## src/rtl/bp_lce_hybrid_resp_tx.sv

```systemverilog
// bp_lce_hybrid_resp_tx: LCE response transmitter emitting one BedRock header plus data beats for dirty writebacks
// clk_i/reset_i: clock, synchronous active-high reset
// lce_id_i: this LCE's id, sent as payload src_id
// req_*: one-at-a-time response request from the command handler, consumed by req_yumi_o
// lce_resp_header_*: burst header channel (valid/ready), lce_resp_has_data_o marks a data-carrying burst
// lce_resp_data_*: data beat channel (valid/ready), lce_resp_last_o marks the final beat
// busy_o: a response is in flight
// Header layout, LSB first: msg_type[4], subop[4], addr, size[3], way_id, src_id, dst_id
module bp_lce_hybrid_resp_tx #(
    parameter int paddr_width_p = 40,
    parameter int lce_id_width_p = 4,
    parameter int cce_id_width_p = 4,
    parameter int lce_assoc_p = 8,
    parameter int cce_block_width_p = 512,
    parameter int lce_data_width_p = 64,
    localparam int msg_type_width_lp = 4,
    localparam int beats_lp = cce_block_width_p / lce_data_width_p,
    localparam int cnt_width_lp = beats_lp > 1 ? $clog2(beats_lp) : 1,
    localparam int way_width_lp = lce_assoc_p > 1 ? $clog2(lce_assoc_p) : 1,
    localparam int lce_resp_msg_header_width_lp = msg_type_width_lp + 4 + paddr_width_p + 3
        + way_width_lp + lce_id_width_p + cce_id_width_p
) (
    input  logic                                    clk_i,
    input  logic                                    reset_i,
    input  logic [lce_id_width_p-1:0]               lce_id_i,
    input  logic                                    req_v_i,
    output logic                                    req_yumi_o,
    input  logic [msg_type_width_lp-1:0]            req_msg_type_i,
    input  logic [paddr_width_p-1:0]                req_addr_i,
    input  logic [cce_id_width_p-1:0]               req_dst_id_i,
    input  logic                                    req_dirty_i,
    input  logic [cce_block_width_p-1:0]            req_data_i,
    output logic [lce_resp_msg_header_width_lp-1:0] lce_resp_header_o,
    output logic                                    lce_resp_header_v_o,
    input  logic                                    lce_resp_header_ready_and_i,
    output logic                                    lce_resp_has_data_o,
    output logic [lce_data_width_p-1:0]             lce_resp_data_o,
    output logic                                    lce_resp_data_v_o,
    input  logic                                    lce_resp_data_ready_and_i,
    output logic                                    lce_resp_last_o,
    output logic                                    busy_o
);
    localparam int offset_lp = $clog2(cce_block_width_p / 8);
    localparam logic [msg_type_width_lp-1:0] e_wb = 4'd3;
    localparam logic [msg_type_width_lp-1:0] e_null_wb = 4'd4;
    localparam logic [2:0] size_block_lp = 3'(offset_lp);
    localparam logic [cnt_width_lp-1:0] last_cnt_lp = cnt_width_lp'(beats_lp - 1);

    typedef enum logic [1:0] {e_ready, e_header, e_data} state_e;

    state_e                            state_r, state_n;
    logic [cnt_width_lp-1:0]           cnt_r, cnt_n;
    logic [msg_type_width_lp-1:0]      type_r;
    logic [paddr_width_p-1:0]          addr_r;
    logic [cce_id_width_p-1:0]         dst_r;
    logic                              dirty_r;
    logic [cce_block_width_p-1:0]      block_r;
    logic [lce_id_width_p-1:0]         lce_id_r;
    logic [beats_lp-1:0][lce_data_width_p-1:0] beats;
    logic                              dirty_wb, wb_like, last;
    logic [msg_type_width_lp-1:0]      out_type;
    logic [paddr_width_p-1:0]          out_addr;

    assign beats    = block_r;
    assign dirty_wb = type_r == e_wb && dirty_r;
    assign wb_like  = type_r == e_wb || type_r == e_null_wb;
    assign out_type = type_r == e_wb && !dirty_r ? e_null_wb : type_r;
    assign out_addr = wb_like ? {addr_r[paddr_width_p-1:offset_lp], offset_lp'(0)} : addr_r;
    assign last     = cnt_r == last_cnt_lp;

    assign lce_resp_header_o = {dst_r, lce_id_r, way_width_lp'(0), dirty_wb ? size_block_lp : 3'd0,
                                out_addr, 4'd0, out_type};
    assign lce_resp_has_data_o = dirty_wb && state_r != e_ready;
    assign lce_resp_data_o = beats[cnt_r];
    assign lce_resp_last_o = lce_resp_data_v_o && last;
    assign busy_o = state_r != e_ready;

    always_ff @(posedge clk_i) begin
        if (reset_i) begin
            state_r <= e_ready;
            cnt_r   <= '0;
        end else begin
            state_r <= state_n;
            cnt_r   <= cnt_n;
        end
        if (req_yumi_o) begin
            type_r   <= req_msg_type_i;
            addr_r   <= req_addr_i;
            dst_r    <= req_dst_id_i;
            dirty_r  <= req_dirty_i;
            block_r  <= req_data_i;
            lce_id_r <= lce_id_i;
        end
    end

    always_comb begin
        state_n = state_r;
        cnt_n = cnt_r;
        req_yumi_o = 1'b0;
        lce_resp_header_v_o = 1'b0;
        lce_resp_data_v_o = 1'b0;
        case (state_r)
            e_ready: begin
                req_yumi_o = req_v_i && !reset_i;
                state_n = req_v_i ? e_header : e_ready;
            end
            e_header: begin
                lce_resp_header_v_o = 1'b1;
                cnt_n = '0;
                state_n = !lce_resp_header_ready_and_i ? e_header : dirty_wb ? e_data : e_ready;
            end
            e_data: begin
                lce_resp_data_v_o = 1'b1;
                cnt_n = !lce_resp_data_ready_and_i ? cnt_r : last ? '0 : cnt_r + 1'b1;
                state_n = lce_resp_data_ready_and_i && last ? e_ready : e_data;
            end
            default: state_n = e_ready;
        endcase
    end
endmodule

```

## config.mk

```make
export PLATFORM = sky130hd
export DESIGN_NAME = bp_lce_hybrid_resp_tx
export DESIGN_NICKNAME = d
export VERILOG_FILES = /design/src/rtl/bp_lce_hybrid_resp_tx.sv
export SDC_FILE = /design/constraint.sdc
export NUM_CORES = 1
export LEC_CHECK = 0
export CAP_MARGIN = 5
export CORE_AREA = 2 2 271 273
export DETAILED_ROUTE_END_ITERATION = 10
export DIE_AREA = 0 0 273 275
export GPL_TIMING_DRIVEN = 1
export SYNTH_ARGS = -nofsm -noshare
export SYNTH_HDL_FRONTEND = slang
export SYNTH_SLANG_ARGS = --single-unit
```

## constraint.sdc

```tcl
create_clock -name clk_i -period 116.1 [get_ports clk_i]
set_input_delay 11.61 -clock clk_i [delete_from_list [all_inputs] [get_ports clk_i]]
set_output_delay 11.61 -clock clk_i [all_outputs]
set_load 0.05 [all_outputs]
```

==> results.cfg <==
[run_status]
status = finished clean

[yosys]
syn-cell-area_um2 = 21520
yosys_register_bits = 570
synth_warnings = 0
syn_area_per_cell_um2 = 24.10
ys_types = 32
synth_cells = 893
ys.flop_type = edfxtp_1
synth_edf_count = 565
ys_async_sr_fraction_pct = 0
ys_seq_area_share_pct = 79.30

[sta]
holdWs_ns = 0.5760
hold_viol_final = 0
rsz0062_at_grt = false
period_needed_ns = 25.56
tightest_slew_ns = 1.103
final.setup.worst_slack_ns = 90.54
tns_ns = 0
drv_slew = 0
slew_headroom_pct = 26.48
setup_viol = 0
max_freq_mhz = 39.12
finalCritPeriodShare_pct = 22.02
skew_ns = 0.02318

[finish]
syn_to_final_growth_pct = 46.39
final_util_pct = 43.55
multi_input_area_um2 = 3918
nets = 2162
final_common_cell = clkdlybuf4s50_1
nFillCells = 6309
fin_area_um2 = 31510
drive_above_1_share_pct = 19.10
stdcell_count = 2612
seq_area_um2 = 17080
final_cell_mix = clkdlybuf4s50_1 (693), edfxtp_1 (565), mux4_2 (128), clkbuf_16 (66), mux2_2 (64)

[critical_path]
cp_data_required_time_ns = 104.49
critPathBufInv = 3
path_max_fanout = 36
max_stage_delay_ns = 0.94
crit_path_end_kind = output port
path_common_cell = clkdlybuf4s50_1
path_cells = clkdlybuf4s50_1, nor3b_2, buf_4, clkdlybuf4s50_1
crit_family = buffers and inverters
startpoint_type = primary input
worstSetupPathType = primary input to output port
crit_slowest_cell = clkdlybuf4s50_1
cp.arrival_ns = 13.95

[die]
num_io_pins = 702
initial_core_util_pct = 29.75
rows = 99
dieArea_um2 = 75080
die_height_um = 275
die_w_um = 273
core_um2 = 72340

[power]
p_leak_nw = 10.15
p_total_mw = 0.4900
ir_drop_uv = 11.01
p_per_area_nw_per_um2 = 15.55

[clock_network]
numCtsBuffers = 66
clock_latency_ns = 0.61
max-clock-path-buffers = 3
cts_root_buf = clkbuf_16
tritoncts = yes
post_cts_buffers = 0
htreeDepth = 3
clk_pin_slew_worst_paths_ns = 0.06
hold_buffers = 0
cts_resized = 0
cts_sinks = 570

[placement]
dp.cells = 2481
port_buffers = 693
finalWeightedCongestion = 0.8102
place_ws_ns = 90.49
place_area_um2 = 29250
hpwl_um = 41920

[drt]
antenna_left = 0
vias = 11580
post-route-drc-count = 0
dr.first_iter.drc_count = 721
post_drt_wl_per_cell_um = 22.28
via_per_inst = 4.432
firstDrtPassIters = 4
wl_um = 58190

[global_route]
grt_pass1_wl_um = 82090
grt_max_degree = 172
grt_pass1_vias = 12540
groute.usage.overall_pct = 15.04
overflow = 0
grt_antenna_before_repair = 15

[flow_run]
cap_violations = 0

[worst_hold_path]
hp-class = flip-flop to flip-flop
==> Yosys cell counts, types with 2 or more instances <==
master    instances  share of area (%)
ha_1              2               0.12
nand3_1           4              0.093
clkbuf_1         16               0.28
nor2b_1          10               0.29
a31oi_1           3              0.087
inv_1             3              0.052
buf_1             8               0.14
mux4_2          128                 13
a21oi_1           2              0.047
buf_4            44                1.5
buf_2             5               0.12
nand3b_1          2              0.070
dfxtp_1           5               0.47
edfxtp_1        565                 79
buf_6            10               0.52
mux2_2           64                3.3
nand2_1           7               0.12
==> registers in the layout (all words and copies together) (netlist names) <==
register  flops
lce_id_r      4
type_r        4
addr_r       40
cnt_r         3
beats       512
dst_r         4
dirty_r       1
state_r       2
==> tightest hold or removal path, stage by stage, from the launching register on <==
cell	delay, ns
dfxtp_1	0.38
nand2_1	0.09
a31oi_1	0.06
==> final cells by class <==
type / count / share of cell area (%)
well taps: 959 / 3.808
repair buffers: 705 / 22.34
diodes: 9 / 0.07148
clock inverters: 47 / 1.755
flip-flops and latches: 570 / 54.20
inverters: 3 / 0.03574
multi-input cells: 244 / 12.43
clock buffers: 75 / 5.349
==> per-layer routing <==
metal	wire, um	part of all wire [%]	track usage (%)	up-vias
met1	20940	36	17.04	5873
met4	1606	2.8	5.723	4
met2	31020	53	26.38	483
li1	-	-	-	5115
met3	4602	7.9	4.949	102
met5	28	0.048	0	-
==> worst paths after layout <==
check	startpoint	to	slack (ns)	cells past startpoint
min	state_r[1]$_SDFF_PP0_	cnt_r[0]$_SDFFE_PP0P_	0.58	2
min reg2reg	state_r[1]$_SDFF_PP0_	cnt_r[0]$_SDFFE_PP0P_	0.58	2
max reg2reg	state_r[0]$_SDFF_PP0_	beats[158]$_DFFE_PP_	113.02	4
max	reset_i	req_yumi_o	90.54	4
==> kinds of logic after synthesis <==
family	Yosys count	synth area share [%]
flip-flops	570	79.30
multiplexers	193	16.79
buffers and inverters	86	2.645
AND/OR/NAND/NOR	32	0.8605
AO/OA/AOI/OAI	9	0.2733
adder cells (fa/ha/maj)	2	0.1163
other	1	0.01742
==> where the power goes <==
| part | switching, mW | total (mW) | internal (mW) |
|---|---|---|---|
| combinational | 0.0157 | 0.0382 | 0.0224 |
| clock | 0.0865 | 0.213 | 0.126 |
| sequential | 0.00228 | 0.239 | 0.237 |
| total | 0.104 | 0.490 | 0.386 |
No activity file was read; power rests on OpenSTA's default activity.
